File: src/rtl/uart_rx_axis.sv
// UART receiver: 16x oversampling, 3-sample majority vote, reset FIFO and an AXI-Stream master.
// Define UART_RX_BREAK_DET_EN to add break detection and the break_det output.
module uart_rx_axis #(
   parameter int CLK_FREQ   = 50_000_000,
   parameter int BAUD       = 115200,
   parameter int OVERSAMPLE = 16,
   parameter int DATA_BITS  = 8,
   parameter int PARITY     = 0,
   parameter int STOP_BITS  = 1,
   parameter int FIFO_DEPTH = 4
) (
   input  logic                 clk,
   input  logic                 rst,
   input  logic                 rx,
   output logic [DATA_BITS-1:0] m_axis_tdata,
   output logic [1:0]           m_axis_tuser,
   output logic                 m_axis_tvalid,
   input  logic                 m_axis_tready,
   output logic                 overrun,
`ifdef UART_RX_BREAK_DET_EN
   output logic                 break_det,
`endif
   output logic                 busy
);

   localparam int DIV = CLK_FREQ / (BAUD * OVERSAMPLE);
   localparam int TW  = $clog2(DIV);
   localparam int OW  = $clog2(OVERSAMPLE);
   localparam int BW  = $clog2(DATA_BITS + 1);
   localparam int AW  = $clog2(FIFO_DEPTH);
   localparam int CW  = AW + 1;
   localparam int WW  = DATA_BITS + 2;

   localparam logic [TW-1:0] TICK_LAST = TW'(DIV - 1);
   localparam logic [OW-1:0] OS_S0     = OW'(OVERSAMPLE / 2 - 1);
   localparam logic [OW-1:0] OS_S1     = OW'(OVERSAMPLE / 2);
   localparam logic [OW-1:0] OS_DEC    = OW'(OVERSAMPLE / 2 + 1);
   localparam logic [OW-1:0] OS_LAST   = OW'(OVERSAMPLE - 1);
   localparam logic [BW-1:0] BIT_LAST  = BW'(DATA_BITS - 1);
   localparam logic [CW-1:0] FIFO_FULL = CW'(FIFO_DEPTH);
   localparam bit            HAS_PAR   = (PARITY != 0);
   localparam bit            ODD_PAR   = (PARITY == 2);
   localparam bit            TWO_STOP  = (STOP_BITS == 2);

   typedef enum logic [2:0] {
      S_IDLE,
      S_START,
      S_DATA,
      S_PARITY,
      S_STOP
   } state_t;

   state_t                state;
   logic                  rx_meta, rx_sync;
   logic [TW-1:0]         tick_cnt;
   logic [OW-1:0]         os_cnt;
   logic                  s0, s1, bit_val;
   logic [DATA_BITS-1:0]  shreg;
   logic [BW-1:0]         bit_cnt;
   logic                  stop_cnt;
   logic                  parity_err, frame_err;
`ifdef UART_RX_BREAK_DET_EN
   logic                  armed, par_bit, brk_frame;
`endif

   logic                  tick, at_dec, at_end, vote, start_go;
   logic                  frame_err_now, last_stop, push;
   logic [WW-1:0]         push_word;

   logic [WW-1:0]         mem [FIFO_DEPTH];
   logic [AW-1:0]         wr_ptr, rd_ptr;
   logic [CW-1:0]         count;
   logic                  full, pop, wr_en;

   always_ff @(posedge clk or posedge rst) begin
      if (rst) begin
         rx_meta <= 1'b1;
         rx_sync <= 1'b1;
      end else begin
         // NOTE: non-blocking assignments keep this a true two-stage shift; blocking would collapse it to one flop.
         rx_meta <= rx;
         rx_sync <= rx_meta;
      end
   end

   always_comb begin
      // NOTE: every signal in this block is assigned up front so no latch can be inferred.
      tick          = (tick_cnt == TICK_LAST);
      at_dec        = tick && (os_cnt == OS_DEC);
      at_end        = tick && (os_cnt == OS_LAST);
      vote          = (s0 & s1) | (s0 & rx_sync) | (s1 & rx_sync);
      start_go      = (state == S_IDLE) && !rx_sync;
      frame_err_now = frame_err | ~vote;
      last_stop     = (state == S_STOP) && at_dec && (!TWO_STOP || stop_cnt);
      push_word     = {parity_err, frame_err_now, shreg};
      push          = last_stop;
`ifdef UART_RX_BREAK_DET_EN
      start_go      = start_go && armed;
      brk_frame     = (shreg == '0) && (!HAS_PAR || !par_bit) && frame_err_now;
      push          = last_stop && !brk_frame;
`endif
   end

   // Tick phase restarts at the falling edge so mid-bit samples line up with the start bit.
   always_ff @(posedge clk or posedge rst) begin
      if (rst)                  tick_cnt <= '0;
      else if (start_go || tick) tick_cnt <= '0;
      else                      tick_cnt <= tick_cnt + 1'b1;
   end

   always_ff @(posedge clk or posedge rst) begin
      if (rst) begin
         state      <= S_IDLE;
         os_cnt     <= '0;
         s0         <= 1'b1;
         s1         <= 1'b1;
         bit_val    <= 1'b1;
         shreg      <= '0;
         bit_cnt    <= '0;
         stop_cnt   <= 1'b0;
         parity_err <= 1'b0;
         frame_err  <= 1'b0;
`ifdef UART_RX_BREAK_DET_EN
         armed      <= 1'b1;
         par_bit    <= 1'b0;
         break_det  <= 1'b0;
`endif
      end else begin
`ifdef UART_RX_BREAK_DET_EN
         break_det <= 1'b0;
`endif
         if (tick) begin
            os_cnt <= (os_cnt == OS_LAST) ? '0 : os_cnt + 1'b1;
            if (os_cnt == OS_S0)  s0      <= rx_sync;
            if (os_cnt == OS_S1)  s1      <= rx_sync;
            if (os_cnt == OS_DEC) bit_val <= vote;
         end
         case (state)
            S_IDLE: begin
               if (start_go) begin
                  state      <= S_START;
                  os_cnt     <= '0;
                  bit_cnt    <= '0;
                  stop_cnt   <= 1'b0;
                  parity_err <= 1'b0;
                  frame_err  <= 1'b0;
               end
`ifdef UART_RX_BREAK_DET_EN
               // After a break, rx must stay high for a whole bit time before re-arming.
               else if (!armed) begin
                  if (!rx_sync)                       os_cnt <= '0;
                  else if (tick && os_cnt == OS_LAST) armed  <= 1'b1;
               end
`endif
            end
            S_START: begin
               if (at_dec && vote) state <= S_IDLE;
               else if (at_end)    state <= S_DATA;
            end
            S_DATA: begin
               if (at_end) begin
                  shreg   <= {bit_val, shreg[DATA_BITS-1:1]};
                  bit_cnt <= bit_cnt + 1'b1;
                  if (bit_cnt == BIT_LAST) state <= HAS_PAR ? S_PARITY : S_STOP;
               end
            end
            S_PARITY: begin
               if (at_end) begin
                  parity_err <= ((^shreg) ^ bit_val) != ODD_PAR;
`ifdef UART_RX_BREAK_DET_EN
                  par_bit    <= bit_val;
`endif
                  state      <= S_STOP;
               end
            end
            S_STOP: begin
               // With two stop bits the first is judged at its end; the last at mid-bit so a
               // start bit right behind it is not missed.
               if (TWO_STOP && !stop_cnt) begin
                  if (at_end) begin
                     if (!bit_val) frame_err <= 1'b1;
                     stop_cnt <= 1'b1;
                  end
               end else if (at_dec) begin
                  state <= S_IDLE;
`ifdef UART_RX_BREAK_DET_EN
                  if (brk_frame) begin
                     break_det <= 1'b1;
                     armed     <= 1'b0;
                     os_cnt    <= '0;
                  end
`endif
               end
            end
            default: state <= S_IDLE;
         endcase
      end
   end

   assign busy = (state != S_IDLE);

   assign full  = (count == FIFO_FULL);
   assign pop   = m_axis_tvalid && m_axis_tready;
   assign wr_en = push && (!full || pop);

   always_ff @(posedge clk or posedge rst) begin
      if (rst) begin
         // NOTE: storage is reset so tdata/tuser read 0 rather than X straight out of reset.
         for (int i = 0; i < FIFO_DEPTH; i++) mem[i] <= '0;
         wr_ptr  <= '0;
         rd_ptr  <= '0;
         count   <= '0;
         overrun <= 1'b0;
      end else begin
         overrun <= push && full && !pop;
         if (wr_en) begin
            mem[wr_ptr] <= push_word;
            wr_ptr      <= wr_ptr + 1'b1;
         end
         if (pop) rd_ptr <= rd_ptr + 1'b1;
         case ({wr_en, pop})
            2'b10:   count <= count + 1'b1;
            2'b01:   count <= count - 1'b1;
            default: count <= count;
         endcase
      end
   end

   assign m_axis_tvalid = (count != '0);
   assign m_axis_tdata  = mem[rd_ptr][DATA_BITS-1:0];
   assign m_axis_tuser  = mem[rd_ptr][WW-1:DATA_BITS];

endmodule

File: config.mk
export PLATFORM = sky130hd
export DESIGN_NAME = uart_rx_axis
export DESIGN_NICKNAME = d
export VERILOG_FILES = /design/src/rtl/uart_rx_axis.sv
export SDC_FILE = /design/constraint.sdc
export NUM_CORES = 1
export LEC_CHECK = 0
export ABC_AREA = 1
export CAP_MARGIN = 0
export CORE_MARGIN = 2
export CORE_UTILIZATION = 25
export DETAILED_ROUTE_END_ITERATION = 10
export PLACE_DENSITY = 0.44
export SYNTH_ARGS = -nofsm -noshare
export SYNTH_HDL_FRONTEND = slang
export SYNTH_SLANG_ARGS = --single-unit
File: constraint.sdc
create_clock -name clk -period 5.5 [get_ports clk]
set_clock_uncertainty 0.15 [all_clocks]
set_input_delay 1.1 -clock clk [delete_from_list [all_inputs] [get_ports clk]]
set_output_delay 1.1 -clock clk [all_outputs]
set_load 0.01 [all_outputs]
# Yosys cells after proc, flatten, opt, wreduce, memory -nomap -nowiden
# Index checks and enable logic that the tools add are counted.
# word_totals
regBits	78
wordCells	112
out_inout_bits	13
# classes
addsub	7
n_bitwise	9
eq_ne	19
n_mux	26
magnitude_cmp	3
reduce_logical	29
# ops
cell	n
$bwmux 40	1
$mux 10	3
$mux 4	6
$mux 3	7
$bmux 10 s2	1
$demux 10 s2	1
$pmux 3 s5	1
$eq 4x4->1 const B	3
$logic_and 1x1->1	10
$ne 2x2->1 const B	5
$add 4x1->4 const B	2
$eq 4x3->1 const B	2
$pmux 4 s2	1
$reduce_and 2->1	4
$reduce_xor 8->1	1
$eq 3x2->1 const B	2
$eq 3x3->1 const B	2
$ge 3x3->1 const B	2
$not 2->3	2
$pmux 3 s2	1
$reduce_and 3->1	2
$reduce_and 6->1	1
$reduce_bool 2->1	3
$reduce_bool 3->1	2
20 further kinds	28

# Longest topological paths before layout
# Gate-level depths: netlist (run 1).
# logic_depth
depth_word	6
mapped_depth	15
depth_no_buf	13

# Least setup slack after synthesis (run 1)
# Ideal clock, no wire load.
# synth_timing
path_type	in2reg
startpoint	input m_axis_tready
endpoint	register count[2]
t_arrival_ns	2.667
setup_time_ns	0.131
stages	11
setup_slack_ns	2.553
cell_sequence	inv_1 nand3_1 nand3_2 buf_6 buf_4 ha_1 inv_1 fa_1 a21oi_1 o21ai_0 xor2_1
# synth_via
elab_chain_cells	5
elab_cells_between_ends	7
cone_classes	eq/ne (2); mux (1); reduce/logical (4)
# synth_lines
item	line_no	rtl
start: declaration	18	input logic m_axis_tready,
$logic_and 1x1->1 *	203	assign pop = m_axis_tvalid && m_axis_tready;
$logic_or 1x1->1	204	assign wr_en = push && (!full || pop);
$logic_and 1x1->1	204	
$eq 2x1->1 or $eq 2x2->1 (tied branches)	221	case ({wr_en, pop})
$pmux 3 s2 or $reduce_bool 2->1 (tied branches)	--	
end signal: assignment	222	2'b10: count <= count + 1'b1;
end signal: assignment	223	2'b01: count <= count - 1'b1;
end signal: assignment	224	default: count <= count;
end: declaration	72	logic [CW-1:0] count;
# Mark *: on every way between the ends. The rest lies on a longest branch, timed or not.
# A chain may end at the register's enable or synchronous reset.

# Worst setup path after layout (run 1)
# layout_timing
startpoint	register rd_ptr[0]
endpoint	output m_axis_tuser[1]
# layout_via
elab_chain_cells	4
# layout_lines
item	line_no	rtl
start: declaration	71	logic [AW-1:0] wr_ptr, rd_ptr;
start signal: assignment	220	if (pop) rd_ptr <= rd_ptr + 1'b1;
$not 2->3 (implied by the code)	231	assign m_axis_tuser = mem[rd_ptr][WW-1:DATA_BITS];
$bmux 10 s2	231	
$mux 10 (implied by the code) (2 in a row)	231	
end: declaration	16	output logic [1:0] m_axis_tuser,
# No other way between the ends. The select of a mux whose other input is x is not followed.

==> results of run 1 <==
==> sequential cells by signal, summed over array words and instances (netlist names) <==
| register | flops |
|---|---|
| rx_sync | 1 |
| s1 | 1 |
| parity_err | 1 |
| count | 3 |
| bit_cnt | 4 |
| bit_val | 1 |
| wr_ptr | 2 |
| state | 3 |
| rx_meta | 1 |
| shreg | 8 |
| tick_cnt | 5 |
| overrun | 1 |
| rd_ptr | 2 |
| os_cnt | 4 |
| mem | 40 |
| s0 | 1 |
==> metal layers <==
layer  global-route usage  up-vias  wire, µm
met4              0.03708        0       120
met5                    0        -         0
li1                     -     1487         -
met1               0.1482     1391      4301
met3              0.03035       12       298
met2               0.1749       40      3814
==> per-stage QoR <==
step | std cells | area [µm²]
2_1_floorplan | 449 | 3892
3_3_place_gp | 640 | 4209
3_5_place_dp | 640 | 4209
4_1_cts | 655 | 4477
5_1_grt | 655 | 4477
6_report | 655 | 4477
==> report_power, final <==
group | total [mW] | internal [mW] | switching [mW] | leakage [nW]
combinational | 0.384 | 0.172 | 0.212 | 0.955
clock | 0.541 | 0.316 | 0.226 | 0.129
sequential | 0.618 | 0.595 | 0.0226 | 1.03
==> critical path, delay by kind of cell, from the launching register on <==
family / cells / cell delay [ns]
flip-flops: 1 / 0.35
buffers and inverters: 3 / 1.28
AO/OA/AOI/OAI: 2 / 0.38
==> area by class of cell <==
cell class | instances | area [µm²]
sequential | 78 | 1958
clock inverter | 3 | 21.27
timing repair buffer | 18 | 175.2
tap | 188 | 235.2
multi-input combinational | 312 | 1674
clock buffer | 12 | 246.5
fill | 1607 | 10730
inverter | 44 | 166.4
==> Yosys cell counts, types with 2 or more instances <==
cell type / count
inv_1: 41
buf_6: 4
xnor2_1: 2
nor2_1: 44
xor2_1: 8
nor2_8: 3
nor2_4: 4
o21ai_1: 6
ha_1: 11
inv_2: 3
dfrtp_1: 73
o21ai_0: 44
o21a_1: 28
nand3_1: 16
o211ai_1: 2
a21oi_1: 6
nand4_1: 4
buf_2: 3
nand2_1: 116
o22ai_1: 10
dfstp_2: 5
nor3_1: 2
clkbuf_1: 5
==> worst paths after layout <==
kind	cells past startpoint	endpoint	slack [ns]
min in group asynchronous	2	count[0]	1.10
min reg2reg	0	rx_sync	0.21
max reg2reg	13	count[2]	2.64
min	0	rx_sync	0.21
max	5	m_axis_tuser[1]	1.89
max in group asynchronous	3	mem[10]	3.18
==> cells by family after synthesis <==
logic type | count (synthesis) | synth area share
flip-flops | 78 | 0.5031
XOR/XNOR | 10 | 0.02250
AND/OR/NAND/NOR | 194 | 0.2212
adder cells (fa/ha/maj) | 12 | 0.04050
AO/OA/AOI/OAI | 96 | 0.1459
buffers and inverters | 59 | 0.06686
==> results.md, run 1 <==
- Root Driver: clkbuf_16
- Share of layout cells above drive strength 1: 0.07495
- Critical Path Source Type: flip-flop
- Worst hold start: rx_meta
- CTS Sinks: 78
- Final net count: 479
- FP Rows: 45
- Final Critical Period: 3.612 ns
- Min-Delay Path Class: flip-flop to flip-flop
- Clk buf depth: 2
- Yosys top cell area share: 0.4693
- Register area share after synthesis: 0.5031
- Max Fclk: 0.2769 GHz
- H-tree Lvls: 3
- IO Count: 17
- Hold buffer count at CTS: 0
- Worst-path maximum fanout: 23
- Synth area leader: dfrtp_1
- Leakage: 2.109 nW
- Critical Path Sink Type: primary output
- Clk_lat worst skew: 0.33 ns
- Dpl hpwl: 5.854 mm
- Port bufs: 16
- Syn_area_per_cell: 8.669 µm²
- Crit path cell chain: buf_4 -> inv_1 -> o21ai_0 -> o22ai_1 -> clkdlybuf4s50_1
- Yosys Warn Count: 0
- Top_reg_cell synth: dfrtp_1
- PwrDens: 344.6 nW/µm²
- Post-DRT Antenna Nets: 0
- Most frequent cells in the layout: nand2_1 (116), dfrtp_1 (73), nor2_1 (44), o21ai_0 (44), inv_1 (40)
- Core Footprint: 15200 µm²
- Initial Util: 0.2560
- Final setup viols: 0
- Status: finished, final reports clean
- First-pass GRT wire length: 14.26 mm
- Largest net degree at the start of global routing: 50
- Slew headroom: 0.4098
- Post-cts resize count: 0
- Initial antenna violation count: 0
- Hold Slack: 0.2053 ns
- Crit-path max cell delay: 0.59 ns
- CTS tree: done
- DRC: 0
- Crit path from: rd_ptr[0]
- Post-Synthesis Cells: 449
- Yosys reg bits: 78
- Setup ws final: 1.888 ns
- Synthesized area: 3892 µm²
- Die footprint: 16580 µm²
- Die Span X: 128.8 µm
- CP max stage cell: clkdlybuf4s50_1
- Vias in the first global route: 2806
- EDFF count, synth: 0
- Worst Tran Pin Value: 0.8843 ns
- WP data arrival: 2.36 ns
- Routability congestion estimate: 0.7278
- Setup bufs post-CTS: 0
- Avg WL per Cell: 13.03 µm
- CTS clk-pin slew, worst paths: 0.06 ns
- Maximum VDD drop: 0.1312 mV
- ANT cells: 0
- Post-layout util: 0.2945
- Area contributors post-synth: dfrtp_1 (47%), nand2_1 (11%), o21ai_0 (5.7%)
- WL final: 8.534 mm
- Maxcap violations: 0
- Worst slack, placed: 1.830 ns
- Final setup TNS: 0 ns
- Die Ht: 128.8 µm
- Most common cell after layout, fill and taps aside: nand2_1
- Post-Syn Nets: 465
- Synth-to-layout area growth: 15.01%
- Critical path class: flip-flop to primary output
- Critical Path RT: 4.25 ns
- TritonCTS Buffers: 9
- Routed vias: 2930
- GRT overflow: 0
- Async SR Flop Fraction: 1.000
- GRT Util Overall: 0.1111
- Max-slew violations: 0
- Unique cell type count in the Yosys netlist: 32
- Final period util: 0.6567
- Total power: 1.542 mW
- Fin. Hold Viols: 0
- Worst flop-to-flop path startpoint: tick_cnt[0]
- Iteration-0 DRC Markers: 129
- Vias per cell: 4.473
- DRT Pass-1 Iters: 4
- RSZ-0062 raised after global routing: false
Note: power is estimated with default switching activity, not from simulation.
==> run 2, diff against run 1 <==
==> constraint.sdc (replaced) <==
create_clock -name clk -period 3.8 [get_ports clk]
set_clock_uncertainty 0.15 [all_clocks]
set_input_delay 0.76 -clock clk [delete_from_list [all_inputs] [get_ports clk]]
set_output_delay 0.76 -clock clk [all_outputs]
set_load 0.01 [all_outputs]
==> results.md, run 2 (synthesized netlist as in run 1, its figures left out) <==
- Routed vias: 2925
- Post-cts resize count: 0
- Die footprint: 16580 µm²
- Leakage: 2.140 nW
- Clk buf depth: 2
- Post-layout util: 0.2984
- ANT cells: 0
- Vias in the first global route: 3002
- Share of layout cells above drive strength 1: 0.08120
- Maximum VDD drop: 0.2042 mV
- Most frequent cells in the layout: nand2_1 (116), dfrtp_1 (73), nor2_1 (44), o21ai_0 (44), inv_1 (40)
- Top Registers: mem x40, shreg x8, tick_cnt x5
- RSZ-0062 raised after global routing: false
- Worst-path maximum fanout: 11
- Max Fclk: 0.3287 GHz
- Slew headroom: 0.6022
- Top delay family on crit path: buffers and inverters
- Setup ws final: 0.7577 ns
- H-tree Lvls: 3
- IO Count: 17
- Final setup viols: 0
- Worst Tran Pin Value: 0.5960 ns
- Synth-to-layout area growth: 16.52%
- Worst slack, placed: 0.9504 ns
- CP max stage cell: clkdlybuf4s50_1
- CTS Sinks: 78
- Cell area after layout: 4536 µm²
- Vias per cell: 4.459
- Port bufs: 16
- Initial Util: 0.2560
- Final setup TNS: 0 ns
- Fin. Hold Viols: 0
- GRT overflow: 0
- DRT Pass-1 Iters: 4
- WP data arrival: 2.13 ns
- Post-DRT Antenna Nets: 0
- Crit path cell chain: inv_1 -> o21ai_0 -> o22ai_1 -> clkdlybuf4s50_1
- Placed Area: 4224 µm²
- Clk_lat worst skew: 0.34 ns
- Routability congestion estimate: 0.7796
- Sw power: 0.6702 mW
- Maxcap violations: 0
- Die Ht: 128.8 µm
- Most common cell after layout, fill and taps aside: nand2_1
- Final period util: 0.8006
- Avg WL per Cell: 12.82 µm
- Status: finished, final reports clean
- Pint: 1.696 mW
- Root Driver: clkbuf_16
- Largest net degree at the start of global routing: 33
- Sw frac: 0.2833
- CTS tree: done
- FP Rows: 45
- TritonCTS Buffers: 9
- Dpl hpwl: 5.959 mm
- Critical Path Source Type: flip-flop
- Iteration-0 DRC Markers: 131
- Core Footprint: 15200 µm²
- Largest reg by FF count: mem
- Combinational share of power: 0.236
- Worst path bufs/invs: 2
- Hold buffer count at CTS: 0
- Setup bufs post-CTS: 0
- DRC: 0
- Crit-path max cell delay: 0.57 ns
- Die Span X: 128.8 µm
- PwrDens: 521.6 nW/µm²
- Min-Delay Path Class: flip-flop to flip-flop
- Final net count: 481
- Flop pwr share: 0.378
- First-pass GRT wire length: 14.87 mm
- Critical path class: flip-flop to primary output
- WL final: 8.411 mm
- Max-slew violations: 0
- Layout fillers: 1614
- Clock Power Share: 0.386
- CTS clk-pin slew, worst paths: 0.06 ns
- Critical Path Sink Type: primary output
- GRT Util Overall: 0.1151
- Initial antenna violation count: 0
- Largest register FFs: 40
- Critical Path RT: 2.89 ns
- Final Critical Period: 3.042 ns
[run 2: cell types whose count changed in the layout (fill, tap and decap cells not counted)]
| cell | before | now |
|---|---|---|
| clkbuf_1 | 2 | 0 |
| buf_4 | 2 | 4 |
| bufinv_16 | 0 | 2 |
| clkinv_4 | 1 | 0 |
[run 2: final cells by class]
cell class | count | area [µm²] | share of cell area
Clock buffer | 10 | 239.0 | 0.05269
Clock inverter | 4 | 72.57 | 0.01600
Inverter | 44 | 166.4 | 0.03669
Multi-Input combinational cell | 312 | 1674 | 0.3691
Sequential cell | 78 | 1958 | 0.4317
Tap cell | 188 | 235.2 | 0.05186
Timing Repair Buffer | 20 | 190.2 | 0.04193
[run 2: worst reg2reg max path: stages (launching register included)]
cell and delay, ns:
dfrtp_1 0.38, inv_1 0.06, ha_1 0.19, nand2_1 0.14, inv_2 0.05, nand2_2 0.14, nor2_4 0.05, nand3_2 0.07
ha_1 0.14, inv_1 0.06, fa_1 0.38, a21oi_1 0.14, o21ai_0 0.10, xor2_1 0.15
[run 2: through the flow]
stage	power [mW]	std cells	hold slack (ns)
after floorplan	1.227	449	0.1952
after global placement	1.478	642	0.1969
after detailed placement	1.474	642	0.1984
after CTS	2.406	656	0.2064
after global routing	2.503	656	0.2116
final	2.366	656	0.2053
[run 2: routing by layer]
layer,wire length [µm],track usage,vias to the layer above,share of wire
met3,358,0.03410,15,0.043
met1,4083,0.1489,1371,0.49
met2,3789,0.1808,45,0.45
li1,-,-,1494,-
met4,180,0.04668,0,0.021
met5,0,0,-,0
[run 2: path summary, 6_finish.rpt]
kind                                   from               to  slack, ns  cells after the start
worst max-delay path              rd_ptr[1]  m_axis_tdata[5]       0.76                      4
worst min-delay path                rx_meta          rx_sync       0.21                      0
worst min register to register      rx_meta          rx_sync       0.21                      0
max in group asynchronous               rst         shreg[4]       2.14                      3
min in group asynchronous               rst         count[0]       0.63                      2
worst max register to register  tick_cnt[0]         count[2]       1.49                     13
[run 2: power groups by stage]
stage	Combinational [mW]	Clock, mW	Sequential [mW]
floorplan	0.334	0	0.893
global placement	0.568	0	0.910
detailed placement	0.566	0	0.908
CTS	0.567	0.946	0.894
global route	0.625	0.979	0.899
finish	0.559	0.913	0.894
